**src/rtl/uart_tx_feeder.sv**
```systemverilog
// Byte FIFO feeding a UART transmitter through a tx_start/tx_ready/tx_done_tick
// handshake, so producers can enqueue at any rate without tracking line timing.
module uart_tx_feeder #(
   parameter int DEPTH_LOG2 = 4
) (
   input  logic                  clk,
   input  logic                  reset,
   input  logic [7:0]            wr_data,
   input  logic                  wr_en,
   input  logic                  ovf_clr,
   input  logic                  tx_ready,
   input  logic                  tx_done_tick,
   output logic                  tx_start,
   output logic [7:0]            tx_data,
   output logic                  full,
   output logic                  empty,
   output logic [DEPTH_LOG2:0]   count,
   output logic                  busy,
   output logic                  overflow
);
   localparam int DEPTH = 2 ** DEPTH_LOG2;
   localparam logic [DEPTH_LOG2:0]   CNT_ONE  = 1;
   localparam logic [DEPTH_LOG2:0]   CNT_FULL = (DEPTH_LOG2 + 1)'(DEPTH);
   localparam logic [DEPTH_LOG2-1:0] PTR_ONE  = 1;

   typedef enum logic [1:0] {IDLE, START, BUSY} state_t;

   state_t                state_q, state_d;
   logic [DEPTH_LOG2-1:0] wr_ptr_q, wr_ptr_d;
   logic [DEPTH_LOG2-1:0] rd_ptr_q, rd_ptr_d;
   logic [DEPTH_LOG2:0]   count_q, count_d;
   logic [7:0]            tx_data_q, tx_data_d;
   logic                  ovf_q, ovf_d;
   logic [7:0]            mem_q [DEPTH];
   logic                  pop, wr_acc, drop;

   assign full     = (count_q == CNT_FULL);
   assign empty    = (count_q == '0);
   assign count    = count_q;
   assign tx_start = (state_q == START);
   assign busy     = (state_q != IDLE);
   assign tx_data  = tx_data_q;
   assign overflow = ovf_q;

   always_comb begin
      state_d   = state_q;
      wr_ptr_d  = wr_ptr_q;
      rd_ptr_d  = rd_ptr_q;
      count_d   = count_q;
      tx_data_d = tx_data_q;

      pop    = (state_q == IDLE) && !empty && tx_ready;
      // A pop frees the head slot this cycle, so a write into a full FIFO still fits.
      wr_acc = wr_en && (!full || pop);
      drop   = wr_en && full && !pop;

      case (state_q)
         IDLE:    if (pop) state_d = START;
         START:   state_d = BUSY;
         BUSY:    if (tx_done_tick) state_d = IDLE;
         default: state_d = IDLE;
      endcase

      if (pop) begin
         tx_data_d = mem_q[rd_ptr_q];
         rd_ptr_d  = rd_ptr_q + PTR_ONE;
      end
      if (wr_acc) wr_ptr_d = wr_ptr_q + PTR_ONE;

      case ({wr_acc, pop})
         2'b10:   count_d = count_q + CNT_ONE;
         2'b01:   count_d = count_q - CNT_ONE;
         default: count_d = count_q;
      endcase

      // Set has priority over clear.
      if (drop)         ovf_d = 1'b1;
      else if (ovf_clr) ovf_d = 1'b0;
      else              ovf_d = ovf_q;
   end

   always_ff @(posedge clk or negedge reset) begin
      if (!reset) begin
         state_q   <= IDLE;
         wr_ptr_q  <= '0;
         rd_ptr_q  <= '0;
         count_q   <= '0;
         tx_data_q <= '0;
         ovf_q     <= 1'b0;
      end else begin
         state_q   <= state_d;
         wr_ptr_q  <= wr_ptr_d;
         rd_ptr_q  <= rd_ptr_d;
         count_q   <= count_d;
         tx_data_q <= tx_data_d;
         ovf_q     <= ovf_d;
      end
   end

   // Storage needs no reset: pointers and count define what is valid.
   always_ff @(posedge clk) begin
      if (wr_acc) mem_q[wr_ptr_q] <= wr_data;
   end

endmodule

```
**config.mk**
```make
export PLATFORM = sky130hd
export DESIGN_NAME = uart_tx_feeder
export DESIGN_NICKNAME = d
export VERILOG_FILES = /design/src/rtl/uart_tx_feeder.sv
export SDC_FILE = /design/constraint.sdc
export NUM_CORES = 1
export LEC_CHECK = 0
export ABC_CLOCK_PERIOD_IN_PS = 2690
export BUFFER_PORTS_ARGS = -buffer_cell sky130_fd_sc_hd__buf_4
export CAP_MARGIN = 10
export CORE_ASPECT_RATIO = 1.75
export CORE_MARGIN = 5
export CORE_UTILIZATION = 55
export DETAILED_ROUTE_END_ITERATION = 10
export GPL_TIMING_DRIVEN = 0
export HOLD_SLACK_MARGIN = 0.15
export PLACE_DENSITY = 0.78
export SLEW_MARGIN = 10
export SYNTH_ARGS = -nofsm -noshare
export SYNTH_HDL_FRONTEND = slang
export SYNTH_SLANG_ARGS = --single-unit
```
**constraint.sdc**
```tcl
create_clock -name clk -period 2.69 [get_ports clk]
set_clock_uncertainty 0.2 [all_clocks]
set_input_delay 0 -clock clk [delete_from_list [all_inputs] [get_ports clk]]
set_output_delay 0 -clock clk [all_outputs]
set_load 0.02 [all_outputs]
```
==> results.txt, run 1 <==
Final period util: 97.1%
Wire per inst: 23.9 um
GRT Total Usage: 20.1%
Worst EP required: 2830 ps
R2r worst-path depth: 9
Worst slew margin: 47.6%
Routability cong.: 0.767
Leakage power: 2.67 nW
Site Rows: 51
Number of synthesized flops with an enable pin: 128
Core footprint: 11000 um^2
Critical path's slowest cell: or3b_1
CP cell instances: or3b_1, buf_6, a211oi_4, buf_4, ha_4, a21o_1, a21oi_2, mux2_4, o211ai_2
Hpwl dp: 8.40 mm
Psw: 0.00262 W
Worst-Skew Late Latency: 420 ps
Worst Path Max Fanout: 7
Final ANT Viol Nets: 0
Final design utilization: 67.8%
Final nets: 413
Total CTS buffers: 17
CTS tree: built
Startpoint Class: flop
Hold Path Class: in -> reg
Boundary pin count: 32
Pint: 0.00563 W
Net Sw Frac: 31.8%
Number of H-tree levels: 4
Main synth FF type: edfxtp_1
Pwr Density: 1100 nW/um^2
Syn nets: 341
Max Slew Vio Count: 0
Detailed Route WL: 12.8 mm
Crit path time final: 2610 ps
DIE AREA: 13500 um^2
Hold path cells: 2
Via count: 3256
Area growth, synth to finish: 21.7%
Count of cell types in the netlist: 41
# DRC: 0
Initial antenna violation count: 0
Status: finished clean
Seq pwr share: 38.0%
CP delay by family, top: compound AO/OA/AOI/OAI gates
Share of cells above drive strength 1: 35.7%
Crit-path max cell delay: 400 ps
Vias in the first global route: 3438
RSZ-0062 raised after global routing: false
Post-synthesis cell count: 318
Final worst setup slack: 77.1 ps
Vias/cell: 6.09
Tot Pwr: 0.00826 W
Logic pwr share: 33.0%
Maximum VDD drop: 0.000735 V
Critical path depth: 9
Ant. Diodes: 0
Part of the power in the clock network: 29.0%
Clk sinks: 152
Total grt overflow: 0
Final setup vio count: 0
Starting Density: 55.7%
Worst slew pin tran: 786 ps
Setup WS pre-CTS: -470 ps
Worst path buffer plus inverter count: 2
Fin. Hold Viols: 0
Pin count of the biggest net entering global routing: 25
Height of the die: 150 um
Synth Warn #: 0
IO buf count: 31
Max cap viols: 0
Sequential cell area fraction in the yosys report: 72.3%
Crit. End Element: flop
Setup CP Type: reg -> reg
Mapped Area: 6150 um^2
Initial DRT Pass Iterations: 4
CTS clk-pin slew, worst paths: 60 ps
Initial DRC count: 321
Asr flop ratio synth: 15.8%
Syn Area/Cell: 19.3 um^2
Crit path DAT: 2750 ps
Clock Tree Buf Depth: 2
First-pass GRT wire length: 19.6 mm
Fmax: 383 MHz
Clock Root Buffer: clkbuf_16
#FFs+latches synth: 152
Die Wd: 89.9 um
==> registers in the layout, indices dropped and copies added, names as in the netlist <==
| register | cells |
|---|---|
| state_q | 2 |
| tx_data | 8 |
| count | 5 |
| rd_ptr_q | 4 |
| wr_ptr_q | 4 |
| mem_q | 128 |
| overflow | 1 |
==> layer usage <==
| layer | GRT usage [%] | routed length (um) | up-vias |
|---|---|---|---|
| met5 | 0 | 0 | - |
| met4 | 10.4 | 482 | 0 |
| met3 | 4.53 | 725 | 34 |
| met2 | 36.3 | 7160 | 122 |
| met1 | 21.8 | 4400 | 1687 |
| li1 | - | - | 1413 |
==> power by group through the flow <==
stage / Sequential, W / Clock [W] / Combinational [W]
3_3_place_gp: 0.00317 / 0 / 0.00245
4_1_cts: 0.00314 / 0.00242 / 0.00267
5_1_grt: 0.00317 / 0.00253 / 0.00292
2_1_floorplan: 0.00326 / 0 / 0.00163
3_5_place_dp: 0.00320 / 0 / 0.00252
6_report: 0.00314 / 0.00239 / 0.00272
==> cells in the mapped netlist, drive strengths merged (2+ instances only) <==
| master | n | area [um^2] |
|---|---|---|
| or3 | 2 | 12.5 |
| ha | 8 | 100 |
| nand2 | 21 | 81.3 |
| a21oi | 2 | 10.0 |
| clkbuf | 5 | 20.0 |
| xnor2 | 8 | 70.1 |
| nand2b | 4 | 27.5 |
| dfrtp | 24 | 601 |
| nor3 | 4 | 20.0 |
| edfxtp | 128 | 3840 |
| mux2 | 4 | 48.8 |
| buf | 10 | 55.1 |
| nand4 | 2 | 12.5 |
| nor2 | 14 | 52.6 |
| o221ai | 8 | 70.1 |
| a31oi | 2 | 42.5 |
| inv | 7 | 26.3 |
| mux2i | 16 | 160 |
| a21o | 4 | 31.3 |
| o211ai | 2 | 20.0 |
| mux4 | 32 | 721 |
==> timing repair <==
item                       4_1_cts  5_1_grt
pin swaps                        3        5
hold endpoints to repair       166        0
hold buffers                    17        0
setup buffers                    4        1
resized for setup               12       11
setup endpoints to repair       49       66
==> layout make-up <==
type | instances | area (um^2)
flip-flops and latches | 152 | 4450
clock buffers | 20 | 457
inverters | 7 | 26.3
well taps | 132 | 165
clock inverters | 12 | 149
fillers | 696 | 3560
plain buffers | 15 | 75.1
multi-input cells | 144 | 1710
repair buffers | 53 | 454
==> metrics by stage <==
stage / cells / hold WS (ps) / area, um^2 / TNS (ps)
5_1_grt: 535 / 264 / 7480 / 0
6_report: 535 / 249 / 7480 / 0
3_3_place_gp: 481 / -283 / 6550 / -10930
2_1_floorplan: 318 / -496 / 6150 / 0
4_1_cts: 534 / 241 / 7420 / -83.3
3_5_place_dp: 481 / -278 / 6560 / -6310
==> path summary, 6_finish.rpt <==
kind / start / to / slack, ps
max reg2reg: state_q[0] / count[4] / 80
max in group asynchronous: reset / count[2] / 1740
max: state_q[0] / count[4] / 80
min in group asynchronous: reset / tx_data[2] / 390
min: wr_data[1] / mem_q[8][1] / 250
min reg2reg: tx_data[1] / tx_data[1] / 310
==> cells in the final DEF (no fill, tap or decap), types with 12 or more instances in the layout <==
cell / instances
buf_4: 35
mux4_2: 32
edfxtp_1: 128
dfrtp_1: 22
nor2_2: 12
nand2_1: 20
mux2i_1: 16
dlygate4sd3_1: 16
clkbuf_16: 17
==> cells by family after synthesis <==
logic type      synth area share, %
flops                          72.3
mux                            15.1
simple gates                   4.21
compound gates                 3.52
buf+inv                        1.65
xor+xnor                       1.28
fa+ha+maj                      1.95
Note: power is estimated with default switching activity, not from simulation.
==> run 2, diff against run 1 <==
- BUFFER_PORTS_ARGS: -buffer_cell sky130_fd_sc_hd__buf_4 -> not set
- CORE_UTILIZATION: 55 -> 57
- DONT_BUFFER_PORTS: not set -> 1
- PLACE_DENSITY: 0.78 -> 0.77
==> run 2 against run 1 <==
  * The flow now finishes with violations (negative setup slack)
  * Clock power increased by 8%
  * Maximum frequency decreased by 4.4%
  * Global-route usage increased by 1.1 points
  * Final area decreased by 2.2%
==> results.txt, run 2 (synthesis gave the netlist of run 1 again) <==
Status: finished with violations
Failing checks: negative setup slack
Via count: 3076 (-5.5%)
Core footprint: 10600 um^2 (-3.7%)
Pin count of the biggest net entering global routing: 25 (unchanged)
Commonest non-fill, non-tap cells in the layout: edfxtp_1 (128), mux4_2 (32), dfrtp_1 (22), nand2_1 (20), clkbuf_16 (17)
Boundary pin count: 32 (unchanged)
Max Slew Vio Count: 0 (unchanged)
Fmax: 366 MHz (-4.4%)
R2r setup slk: -40 ps (-120 ps)
Final setup vio count: 1 (+1)
Routability cong.: 0.831 (+8.5%)
Detailed Route WL: 12.5 mm (-2.2%)
Share of cells above drive strength 1: 31.0% (-4.7 points)
DIE AREA: 13000 um^2 (-3.2%)
GR Util met3: 5.35% (+0.83 points)
GRT Total Usage: 21.1% (+1.1 points)
Die Wd: 88.5 um (-1.6%)
Setup CP Type: reg -> reg
Crit. Startpoint: state_q[1]
First-pass GRT wire length: 19.4 mm (-0.95%)
Pint: 0.00564 W (+0.14%)
Total CTS buffers: 17 (unchanged)
Worst Path Max Fanout: 4 (-3)
Wire per inst: 24.7 um (+3.6%)
Met1 global-route usage: 23.2% (+1.4 points)
Seq pwr share: 39.9% (+1.9 points)
Vias in the first global route: 3370 (-2.0%)
CTS tree: built
Area growth, synth to finish: 19.0%
Fin. Hold Viols: 0 (unchanged)
Hold_ws: 183 ps (-65.6 ps)
Clock Root Buffer: clkbuf_16
Worst slew pin tran: 745 ps (-40.8 ps)
Vias/cell: 6.09 (about the same)
Pwr Density: 1130 nW/um^2 (+2.2%)
Worst-Skew Late Latency: 410 ps (about the same)
Initial DRC count: 290 (-9.7%)
Part of the power in the clock network: 31.1% (+2.1 points)
Crit. End Element: flop
Logic pwr share: 29.0% (-4.0 points)
Max cap viols: 0 (unchanged)
Hold Path Class: in -> reg
Worst EP required: 2820 ps (about the same)
Top Usage Layer GRT: met2
Net Sw Frac: 31.7% (-0.093 points)
FF-to-FF Start: state_q[1]
Hold wc startpoint: tx_done_tick
Setup TNS: -42.0 ps (-42.0 ps)
Setup WS pre-CTS: -413 ps (+57.1 ps)
Psw: 0.00262 W (-0.29%)
Crit path time final: 2730 ps (+119 ps)
Clock Tree Buf Depth: 2 (unchanged)
Number of H-tree levels: 4 (unchanged)
Site Rows: 50 (-2.0%)
Tot Pwr: 0.00826 W (about the same)
Hpwl dp: 8.36 mm (-0.47%)
Clk sinks: 152 (unchanged)
Final ANT Viol Nets: 0 (unchanged)
Met2 GRT Util: 36.5% (+0.22 points)
Startpoint Class: flop
Maximum VDD drop: 0.000673 V (-8.4%)
# DRC: 0 (unchanged)
Final period util: 102% (+4.4 points)
Starting Density: 57.8% (+2.1 points)
CTS clk-pin slew, worst paths: 60 ps (about the same)
Height of the die: 147 um (-1.7%)
Total grt overflow: 0 (unchanged)
IO buf count: 0 (-100%)
Initial DRT Pass Iterations: 5 (+1)
RSZ-0062 raised after global routing: true
Most common cell after layout, fill and taps aside: edfxtp_1
Final worst setup slack: -42.0 ps (-119 ps)
Crit path DAT: 2860 ps (+110 ps)
Fill cells: 636 (-8.6%)
Initial antenna violation count: 1 (+1)
Final nets: 384 (-7.0%)
Leakage power: 2.55 nW (-4.7%)
Worst slew margin: 50.3% (+2.7 points)
Largest register FFs: 128 (unchanged)
Reg with most FFs: mem_q
[run 2: metal layers]
metal	up-vias	routed length, um	part of all wire [%]
li1	1351	-	-
met1	1577	4240	34
met2	120	6860	55
met3	28	830	6.7
met4	0	560	4.5
met5	-	0	0
[run 2: power groups by stage]
stage	Clock, W	Combinational [W]	Sequential (W)
after global routing	0.00272	0.00259	0.00333
after global placement	0	0.00210	0.00331
after detailed placement	0	0.00216	0.00334
after CTS	0.00259	0.00237	0.00330
after floorplan	0	0.00163	0.00326
final	0.00257	0.00239	0.00330
[run 2: through the flow]
stage               utilization [%]  cells  cell area [um^2]
detailed placement             59.4    448              6320
finish                         68.8    505              7320
global route                   68.8    505              7320
CTS                            68.4    504              7270
global placement               59.4    448              6310
floorplan                         -    318              6150
[run 2: area by class of cell]
type	instances	area [um^2]	area share [%]
sequential	152	4450	60.7
clock inverter	14	221	3.03
clock buffer	18	429	5.86
timing repair buffer	24	246	3.37
multi-input combinational	144	1710	23.4
buffer	15	75.1	1.03
antenna	1	2.50	0.0342
inverter	7	26.3	0.359
tap	130	163	2.22
[run 2: worst max-delay path: stages, from the launching register on]
cell and delay (ps):
dfrtp_1 370, or3b_1 390, buf_6 140, a211oi_4 350, ha_4 270, a21o_1 220, a21oi_2 230, mux2_4 330
o211ai_2 140
[run 2: final timing paths]
kind	depth (start not counted)	end
max	8	count[4]
min	3	state_q[1]
max reg2reg	8	count[4]
min reg2reg	2	rd_ptr_q[1]
max in group asynchronous	4	count[2]
min in group asynchronous	4	count[0]
[run 2: what timing repair did]
item,CTS,global route
cloned,0,0
hold buffers,17,0
endpoints found under the hold margin,266,0
buffers inserted,7,0
pin swaps,7,0
resized for setup,10,14
endpoints found under the setup margin,41,105
